## config.mk

```make
export PLATFORM = sky130hd
export DESIGN_NAME = vga_timing_gen
export DESIGN_NICKNAME = d
export VERILOG_FILES = /design/src/rtl/vga_timing_gen.sv
export SDC_FILE = /design/constraint.sdc
export NUM_CORES = 1
export LEC_CHECK = 0
export CAP_MARGIN = 20
export CORE_UTILIZATION = 35
export CTS_CLUSTER_SIZE = 10
export DETAILED_ROUTE_END_ITERATION = 8
export PLACE_DENSITY = 0.65
export REMOVE_ABC_BUFFERS = 1
export SLEW_MARGIN = 20
export SYNTH_ARGS = -nofsm -noshare
export SYNTH_HDL_FRONTEND = slang
export SYNTH_SLANG_ARGS = --single-unit
```

## constraint.sdc

```tcl
create_clock -name clk_100MHz -period 6.1 [get_ports clk_100MHz]
set_clock_uncertainty 0.05 [all_clocks]
set_input_delay 0.915 -clock clk_100MHz [delete_from_list [all_inputs] [get_ports clk_100MHz]]
set_output_delay 0.915 -clock clk_100MHz [all_outputs]
set_load 0.1 [all_outputs]
```

## src/rtl/vga_timing_gen.sv

```systemverilog
// rtl/vga_timing_gen.sv - 640x480@60 VGA timing generator on clk_100MHz with pix_tick enable (optional VGA_TEST_PATTERN_EN colour bars)
module vga_timing_gen #(
   parameter int   H_DISPLAY   = 640,
   parameter int   H_FRONT     = 16,
   parameter int   H_SYNC      = 96,
   parameter int   H_BACK      = 48,
   parameter int   V_DISPLAY   = 480,
   parameter int   V_FRONT     = 10,
   parameter int   V_SYNC      = 2,
   parameter int   V_BACK      = 33,
   parameter logic SYNC_ACTIVE = 1'b0
) (
   input  logic        clk_100MHz,
   input  logic        reset_n,
   input  logic        pix_tick,
   output logic        hsync,
   output logic        vsync,
   output logic        video_on,
   output logic [9:0]  x,
   output logic [9:0]  y,
   output logic        line_tick,
   output logic        frame_tick,
   output logic [11:0] rgb
);

   // Phase boundaries expressed as the counter value that opens each phase
   localparam logic [9:0] H_FRONT_START = 10'(H_DISPLAY);
   localparam logic [9:0] H_SYNC_START  = 10'(H_DISPLAY + H_FRONT);
   localparam logic [9:0] H_BACK_START  = 10'(H_DISPLAY + H_FRONT + H_SYNC);
   localparam logic [9:0] H_LAST        = 10'(H_DISPLAY + H_FRONT + H_SYNC + H_BACK - 1);
   localparam logic [9:0] V_FRONT_START = 10'(V_DISPLAY);
   localparam logic [9:0] V_SYNC_START  = 10'(V_DISPLAY + V_FRONT);
   localparam logic [9:0] V_BACK_START  = 10'(V_DISPLAY + V_FRONT + V_SYNC);
   localparam logic [9:0] V_LAST        = 10'(V_DISPLAY + V_FRONT + V_SYNC + V_BACK - 1);

   typedef enum logic [1:0] {
      PH_ACTIVE,
      PH_FRONT,
      PH_SYNC,
      PH_BACK
   } phase_t;

   phase_t     h_phase, v_phase;
   phase_t     h_phase_nx, v_phase_nx;
   logic [9:0] h_nx, v_nx;
   logic       h_wrap;
   logic       video_on_nx;

   // Next-state counters and phase transitions; x and y double as the h/v counters
   always_comb begin
      h_wrap = (x == H_LAST);
      h_nx   = h_wrap ? 10'd0 : x + 10'd1;
      v_nx   = y;
      if (h_wrap) begin
         v_nx = (y == V_LAST) ? 10'd0 : y + 10'd1;
      end

      h_phase_nx = h_phase;
      case (h_phase)
         PH_ACTIVE: if (h_nx == H_FRONT_START) h_phase_nx = PH_FRONT;
         PH_FRONT:  if (h_nx == H_SYNC_START)  h_phase_nx = PH_SYNC;
         PH_SYNC:   if (h_nx == H_BACK_START)  h_phase_nx = PH_BACK;
         PH_BACK:   if (h_wrap)                h_phase_nx = PH_ACTIVE;
         default:                              h_phase_nx = PH_ACTIVE;
      endcase

      v_phase_nx = v_phase;
      if (h_wrap) begin
         case (v_phase)
            PH_ACTIVE: if (v_nx == V_FRONT_START) v_phase_nx = PH_FRONT;
            PH_FRONT:  if (v_nx == V_SYNC_START)  v_phase_nx = PH_SYNC;
            PH_SYNC:   if (v_nx == V_BACK_START)  v_phase_nx = PH_BACK;
            PH_BACK:   if (v_nx == 10'd0)         v_phase_nx = PH_ACTIVE;
            default:                              v_phase_nx = PH_ACTIVE;
         endcase
      end

      video_on_nx = (h_phase_nx == PH_ACTIVE) && (v_phase_nx == PH_ACTIVE);
   end

   // Counters, phases and every output register advance together on pix_tick
   always_ff @(posedge clk_100MHz or negedge reset_n) begin
      if (!reset_n) begin
         x          <= '0;
         y          <= '0;
         h_phase    <= PH_ACTIVE;
         v_phase    <= PH_ACTIVE;
         hsync      <= ~SYNC_ACTIVE;
         vsync      <= ~SYNC_ACTIVE;
         video_on   <= 1'b0;
         line_tick  <= 1'b0;
         frame_tick <= 1'b0;
      end else if (pix_tick) begin
         x          <= h_nx;
         y          <= v_nx;
         h_phase    <= h_phase_nx;
         v_phase    <= v_phase_nx;
         hsync      <= (h_phase_nx == PH_SYNC) ? SYNC_ACTIVE : ~SYNC_ACTIVE;
         vsync      <= (v_phase_nx == PH_SYNC) ? SYNC_ACTIVE : ~SYNC_ACTIVE;
         video_on   <= video_on_nx;
         line_tick  <= h_wrap;
         frame_tick <= h_wrap && (v_nx == V_FRONT_START);
      end else begin
         line_tick  <= 1'b0;
         frame_tick <= 1'b0;
      end
   end

`ifdef VGA_TEST_PATTERN_EN
   logic [11:0] bar_rgb;

   // Eight 80-pixel colour bars chosen from the next column
   always_comb begin
      if      (h_nx < 10'd80)  bar_rgb = 12'hFFF;
      else if (h_nx < 10'd160) bar_rgb = 12'hFF0;
      else if (h_nx < 10'd240) bar_rgb = 12'h0FF;
      else if (h_nx < 10'd320) bar_rgb = 12'h0F0;
      else if (h_nx < 10'd400) bar_rgb = 12'hF0F;
      else if (h_nx < 10'd480) bar_rgb = 12'hF00;
      else if (h_nx < 10'd560) bar_rgb = 12'h00F;
      else                     bar_rgb = 12'h000;
   end

   // Colour register tracks x and is blanked outside the active area
   always_ff @(posedge clk_100MHz or negedge reset_n) begin
      if (!reset_n) begin
         rgb <= '0;
      end else if (pix_tick) begin
         rgb <= video_on_nx ? bar_rgb : 12'h000;
      end
   end
`else
   assign rgb = 12'h000;
`endif

endmodule
```

Word level (Yosys, flattened, before mapping)

Index checks and enable logic that the tools add are counted.

Logic and storage cells: 52
Input bits: 3
Flip-flop bits (word level): 29

Add/subtract/negate cells: 2
Reduce and logical (&&, ||, !) cells: 7
Mux-type cells: 18
Equal/unequal tests: 16

Operator list:

| operator                                                                | count |
|---|---|
| 10-bit equality test (second input constant)                            | 5 |
| 10-bit by 9-bit equality test with 1-bit output (second input constant) | 3 |
| 10-bit 2-to-1 mux                                                       | 3 |
| 10-bit by 1-bit adder with 10-bit output (second input constant)        | 2 |
| 2-bit 2-to-1 mux                                                        | 9 |
| 2-bit one-hot mux with 4 select lines                                   | 2 |
| 2-bit equality test (second input constant)                             | 6 |
| 10-bit zero test                                                        | 1 |
| 2-bit zero test                                                         | 4 |
| 2-bit by 1-bit equality test with 1-bit output (second input constant)  | 2 |
| 1-bit 2-to-1 mux                                                        | 4 |
| 1-bit logical AND                                                       | 2 |

Depth between registers and ports, before layout

Gate-level depths: netlist of the first run.

Depth in word-level cells: 9
Mapped depth: 11
Gate-level depth less buffers: 9

Least setup slack after synthesis of the first run

No wires, ideal clock.

Kind: register to register
Start: register x[0]
End: register v_phase[0]
Data arrival time: 3.210 ns
Stages on the path, launching flop included: 10
Buffers on the path: 1
Setup slack: 2.702 ns
Clock period less this slack: 3.398 ns
Library setup time: 0.138 ns
Cells stage by stage: dfrtp_1 > ha_1 > and4_1 > buf_6 > nand3_4 > or4_4 > a221oi_4 > a31oi_1 > a2111oi_0 > a21oi_1

Longest elaborated chain between the ends: 6
Elaborated cells on any way between the ends: 12

RTL lines:

| item                                                                    | RTL line | text |
|---|---|---|
| from (decl)                                                             | 19       | `output logic [9:0] x,` |
| from (signal assigned)                                                  | 94       | `x <= h_nx;` |
| 10-bit equality test *                                                  | 51       | `h_wrap = (x == H_LAST);` |
| 10-bit 2-to-1 mux                                                       | 54       | `if (h_wrap) begin` |
| 10-bit by 9-bit equality test with 1-bit output (tied with other cells) | 72       | `PH_SYNC: if (v_nx == V_BACK_START) v_phase_nx = PH_BACK;` |
| 2-bit 2-to-1 mux, on equally long branches                              | --       |  |
| 2-bit one-hot mux with 4 select lines                                   | 69       | `case (v_phase)` |
| 2-bit 2-to-1 mux *                                                      | 68       | `if (h_wrap) begin` |
| to (signal assigned)                                                    | 97       | `v_phase <= v_phase_nx;` |
| to (decl)                                                               | 43       | `phase_t h_phase, v_phase;` |

Mark *: on every way between the ends. The rest lies on a longest branch, timed or not.
A chain may end at the register's enable or synchronous reset.

Worst setup path in the final report of the first run

Ends and elaborated chain as after synthesis.

==> results.toml, run 1 <==
[cells_and_area]
stdcell_count = 351
drive_gt1_frac = 0.109
n_antenna_cell = 0
finalNetCount = 282
syn_to_final_growth_pct = 13.1

[flow_run]
max_cap_viol_count = 0

[worst_hold_path]
holdCritPathClass = "flip-flop to flip-flop"
min_path_cells = 2
whs_endpoint = "video_on"
min_from = "video_on"

[sta]
slew_violations = 0
setup_viol_count_final = 0
rsz0062_at_grt = "false"
maxSlewHeadroom = 0.337
fin_setup_tns_ns = 0
fmax_mhz = 309
finalCritPeriodShare = 0.531
fin_crit_ns = 3.24
hold_viol = 0
worst_slew_pin_slew_ns = 0.991

[clocking]
clk_pin_slew_ns = 0.07
clk_latency_ns = 0.29
cts_hold_buf = 0
cts_tree = "built"
cts-root-buf = "clkbuf_8"
htree_levels = 2
cts_made_buffers = 5
cts_resized = 0
post_cts_buffers = 0
cts_sinks = 29
cts_buffer_depth = 2

[logic_synthesis]
avgSynthCellArea_um2 = 8.77
synth_flop_cell = "dfrtp_1"
synth.cell_area_um2 = 2270
yosysSeqAreaShare = 0.321
synthXorXnorAreaFrac = 0.0501
synth.distinct_cells = 66
async_reset_ff_frac = 1.00
synth_compound_area_frac = 0.215
synth_warnings = 0
synth-simple-area-share = 0.260
yosys-mux-area-fraction = 0.0187
synth-edff-count = 0
ys_ff_latch = 29
synthCells = 259
synth_top_family_by_area = "simple AND/OR/NAND/NOR gates"
synthAdderAreaFrac = 0.0220

[worst_setup_path]
regToRegEndpoint = "v_phase[0]"
cp.required_ns = 6.20
path_max_fanout = 13
end_kind = "flip-flop"
rrSetupSlack_ns = 2.86
arrival_ns = 3.34
r2r_start = "x[0]"
reg2regPathDepth = 8
critPathLaunchType = "flip-flop"
critical_path_class = "flip-flop to flip-flop"

[floorplanning]
ioPinCount = 40
die-width_um = 82.6
placementRows = 28
dieHeight_um = 82.6
die_area_um2 = 6810
core-area_um2 = 6100
start_util = 0.373

[drt]
drt-total-wl_mm = 5.19
drc_errors = 0
drt_iter0_drc = 209
wl_per_cell_um = 14.8
avgViaCountPerCell = 5.56
ant_nets = 0
via_count = 1950
dr.pass1.iters = 4

[pwr]
power.switching_mw = 0.338
internal_power_mw = 0.385
clockPowerShare = 0.249
power.leakage_nw = 0.976
ir_drop_mv = 0.201
cellPowerDensity_nw_per_um2 = 282
switching_share = 0.468
p_comb_frac = 0.401
p_total_mw = 0.724
p_seq_frac = 0.350

[grt]
grt_pass1_vias = 1833
antenna_found_initial = 0
grt_max_degree = 30
grt_overflow = 0
grt_util_all_layers = 0.171
grt_pass1_wl_mm = 8.75

[placed_design]
globalplace.congestion = 0.850
dpl.hpwl_mm = 3.69
dp.cells = 343
port_buffers = 27

[status]
status = "finished clean"
## layout by cell type, fill, tap and decap left out, drive strengths merged, types with 3 or more instances in the layout
cell,instances
clkbuf,7
dfrtp,27
nand3,15
a21oi,11
nor4,5
a21boi,4
nor4b,3
o21ai,12
a31o,4
xnor2,11
nor2,13
a31oi,6
or3,5
o31ai,3
conb,12
inv,9
nand2,24
or2,3
nand3b,3
nand4,6
clkdlybuf4s50,27
and3,5
nor3,5
ha,4
## per-layer routing
metal,track usage,share of wire
met1,0.231,0.49
met2,0.261,0.46
met3,0.0385,0.035
met4,0.0707,0.012
met5,0,0
## how the worst max path moves through the flow
stage,from,cells past startpoint,to,slack (ns)
finish,x[0],8,v_phase[0],2.86
CTS,x[0],8,v_phase[0],2.91
global placement,x[0],8,v_phase[0],3.03
floorplan,x[0],8,v_phase[0],2.56
detailed placement,x[0],8,v_phase[0],2.93
global route,x[0],8,v_phase[0],2.61
## through the flow
stage,cell area [um^2],utilization,hold slack [ns],worst slack (ns)
after floorplan,2100,-,0.507,2.56
after global placement,2470,0.405,0.425,3.03
after detailed placement,2470,0.405,0.423,2.93
after CTS,2570,0.421,0.445,2.91
after global routing,2570,0.421,0.495,2.61
final,2570,0.421,0.436,2.86
## flip-flops by register name, indices dropped and copies added (netlist names)
register and count:
v_phase 2, line_tick 1, video_on 1, hsync 1, y 10, frame_tick 1, vsync 1, h_phase 2
x 10
## Yosys cell counts, types with 2 or more instances
| cell | number | area [um^2] |
|---|---|---|
| a21boi_0 | 3 | 22.5 |
| a21oi_1 | 11 | 55.1 |
| a31o_2 | 4 | 35.0 |
| a31oi_1 | 6 | 37.5 |
| a41oi_1 | 2 | 17.5 |
| and2_2 | 2 | 15.0 |
| and3_1 | 2 | 12.5 |
| and3_2 | 3 | 22.5 |
| and4_1 | 2 | 17.5 |
| buf_2 | 6 | 30.0 |
| buf_4 | 19 | 143 |
| buf_6 | 2 | 22.5 |
| clkbuf_1 | 2 | 7.51 |
| dfrtp_1 | 27 | 676 |
| dfstp_2 | 2 | 52.6 |
| ha_1 | 4 | 50.1 |
| inv_1 | 9 | 33.8 |
| mux2_2 | 2 | 22.5 |
| mux2i_1 | 2 | 20.0 |
| nand2_1 | 24 | 90.1 |
| nand2b_1 | 2 | 12.5 |
| nand3_1 | 14 | 70.1 |
| nand3b_1 | 3 | 22.5 |
| nand4_1 | 6 | 37.5 |
| nand4b_1 | 2 | 17.5 |
| nor2_1 | 12 | 45.0 |
| nor3_1 | 5 | 25.0 |
| nor3b_1 | 2 | 15.0 |
| nor4_1 | 5 | 31.3 |
| nor4b_1 | 3 | 26.3 |
| o2111a_1 | 2 | 22.5 |
| o211ai_1 | 2 | 15.0 |
| o21ai_0 | 12 | 60.1 |
| o22ai_1 | 2 | 12.5 |
| o31a_1 | 2 | 17.5 |
| o31ai_1 | 3 | 22.5 |
| o41ai_1 | 2 | 17.5 |
| or2_2 | 3 | 18.8 |
| or3_1 | 5 | 31.3 |
| xnor2_1 | 11 | 96.3 |
| xor2_1 | 2 | 17.5 |
## critical path: stages, from the launching register on
cell and delay, ns:
dfrtp_1 0.45, ha_1 0.30, and4_1 0.43, nand3_4 0.22
or4_4 0.57, a221oi_4 0.43, a31oi_1 0.17, a2111oi_0 0.41
a21oi_1 0.07
## power groups by stage
stage / clock (mW) / combinational, mW / sequential (mW)
floorplan: 0 / 0.101 / 0.381
CTS: 0.186 / 0.291 / 0.253
global placement: 0 / 0.289 / 0.256
global route: 0.196 / 0.304 / 0.258
finish: 0.180 / 0.290 / 0.253
detailed placement: 0 / 0.291 / 0.257
## layout make-up
class / instances / area (um^2)
clock buffers: 7 / 96.3
clock inverters: 1 / 5.00
fillers: 623 / 3530
inverters: 10 / 37.5
multi-input cells: 201 / 1330
flip-flops and latches: 29 / 728
well taps: 75 / 93.8
repair buffers: 28 / 278
## kinds of logic after synthesis
group / after synthesis
simple gates: 101
compound gates: 67
buf+inv: 40
flops: 29
xor+xnor: 13
fa+ha+maj: 4
mux: 4
other cells: 1
Power figures use the tool's default switching activity.
==> run 2: changes to the inputs <==
==> constraint.sdc (replaced) <==
create_clock -name clk_100MHz -period 3.1 [get_ports clk_100MHz]
set_clock_uncertainty 0.05 [all_clocks]
set_input_delay 0.465 -clock clk_100MHz [delete_from_list [all_inputs] [get_ports clk_100MHz]]
set_output_delay 0.465 -clock clk_100MHz [all_outputs]
set_load 0.1 [all_outputs]
==> run 2 against run 1 <==
Compared with the run above:
- critical path depth is the same
- clock-buffer cell count is the same
- register-to-register slack lost 2.6 ns
==> results.toml, run 2 (synthesis results as in run 1) <==
[status]
status = "finished clean"

[sta]
fmax_mhz = 352
maxSlewHeadroom = 0.563
setup_viol_count_final = 0
hold_viol = 0
finalCritPeriodShare = 0.916
worst_slew_pin_slew_ns = 0.645
fin_crit_ns = 2.84
slew_violations = 0
rsz0062_at_grt = "false"
hold_slack_ns = 0.457

[worst_setup_path]
critical_path_class = "flip-flop to flip-flop"
worst_path_largest_cell_delay_ns = 0.61
critPathLaunchType = "flip-flop"
path_max_fanout = 7
path_cells = "ha_1 -> and4_1 -> nand3_4 -> o311ai_1 -> a221oi_2 -> a31o_2 -> a2111oi_1 -> a21oi_1"
end_kind = "flip-flop"
cp.required_ns = 3.20
slowest_stage = "o311ai_1"
arrival_ns = 2.94

[clocking]
cts-root-buf = "clkbuf_8"
clk_latency_ns = 0.28
cts_hold_buf = 0
cts_buffer_depth = 2
cts_resized = 0
cts_sinks = 29
cts_made_buffers = 5
htree_levels = 2
post_cts_buffers = 0
clk_pin_slew_ns = 0.07
cts_tree = "built"

[grt]
grt_max_degree = 30
grt_pass1_wl_mm = 8.92
antenna_found_initial = 0
grt_overflow = 0
grt_pass1_vias = 1801
grt_util_all_layers = 0.174

[placed_design]
dpl.hpwl_mm = 3.89
port_buffers = 27
globalplace.congestion = 0.864

[pwr]
ir_drop_mv = 0.395
cellPowerDensity_nw_per_um2 = 550
p_comb_frac = 0.399
internal_power_mw = 0.748
power.leakage_nw = 1.06
p_seq_frac = 0.351
clockPowerShare = 0.250
switching_share = 0.475
power.switching_mw = 0.677
p_total_mw = 1.42

[drt]
dr.pass1.iters = 4
drt_iter0_drc = 179
ant_nets = 0
wl_met1_mm = 2.69
drt-total-wl_mm = 5.47
drc_errors = 0
top_layer = "met4"
met3RoutedLength_um = 213
avgViaCountPerCell = 5.59
met2_length_mm = 2.49
wl_per_cell_um = 15.2
via_count = 2014

[floorplanning]
dieHeight_um = 82.6
die_area_um2 = 6810
die-width_um = 82.6
start_util = 0.373
placementRows = 28
core-area_um2 = 6100
ioPinCount = 40

[flow_run]
max_cap_viol_count = 0

[cells_and_area]
syn_to_final_growth_pct = 14.0
final_common_cell = "buf_4"
final_cell_mix = "34 x buf_4, 27 x dfrtp_1, 24 x nand2_1, 14 x nand3_1"
largestRegisters = "x (10), y (10)"
drive_gt1_frac = 0.228
n_antenna_cell = 0
fillers = 640
finalNetCount = 291

[worst_hold_path]
holdCritPathClass = "flip-flop to flip-flop"
==> run 2: final timing paths <==
check,startpoint,endpoint,slack (ns),cells past startpoint
worst max register to register,x[1],v_phase[0],0.26,8
worst min register to register,video_on,video_on,0.46,2
max in group asynchronous,reset_n,vsync,2.17,2
worst min-delay path,video_on,video_on,0.46,2
min in group asynchronous,reset_n,frame_tick,0.51,2
worst max-delay path,x[1],v_phase[0],0.26,8
==> run 2: worst max-delay path, delay by kind of cell (launching register included) <==
| kind | cells | cell delay (ns) |
|---|---|---|
| simple gates | 2 | 0.41 |
| flops | 1 | 0.44 |
| compound gates | 5 | 1.51 |
| fa+ha+maj | 1 | 0.29 |
==> run 2: stage by stage <==
stage / area (um^2) / setup TNS, ns / worst slack [ns] / util / cells
floorplan: 2100 / -1.63 / -0.437 / - / 240
global placement: 2460 / 0 / 0.286 / 0.404 / 351
detailed placement: 2460 / 0 / 0.136 / 0.404 / 351
CTS: 2570 / 0 / 0.119 / 0.421 / 359
global route: 2590 / 0 / 0.0541 / 0.425 / 360
finish: 2590 / 0 / 0.260 / 0.425 / 360
==> run 2: layer usage <==
metal | track usage | up-vias
li1 | - | 992
met1 | 0.241 | 964
met2 | 0.269 | 52
met3 | 0.0264 | 6
met4 | 0.0690 | 0
met5 | 0 | -
==> run 2: power by group through the flow <==
stage | registers, mW | logic [mW] | clock network (mW)
global placement | 0.502 | 0.563 | 0
global route | 0.510 | 0.595 | 0.381
detailed placement | 0.506 | 0.569 | 0
CTS | 0.499 | 0.572 | 0.364
finish | 0.500 | 0.569 | 0.356
floorplan | 0.750 | 0.199 | 0
==> run 2: final cells by class <==
cell class | count | area, um^2 | share of cell area
Clock buffer | 7 | 96.3 | 0.0372
Clock inverter | 1 | 5.00 | 0.00193
Inverter | 10 | 37.5 | 0.0145
Multi-Input combinational cell | 202 | 1350 | 0.522
Sequential cell | 29 | 728 | 0.281
Tap cell | 75 | 93.8 | 0.0362
Timing Repair Buffer | 36 | 275 | 0.106
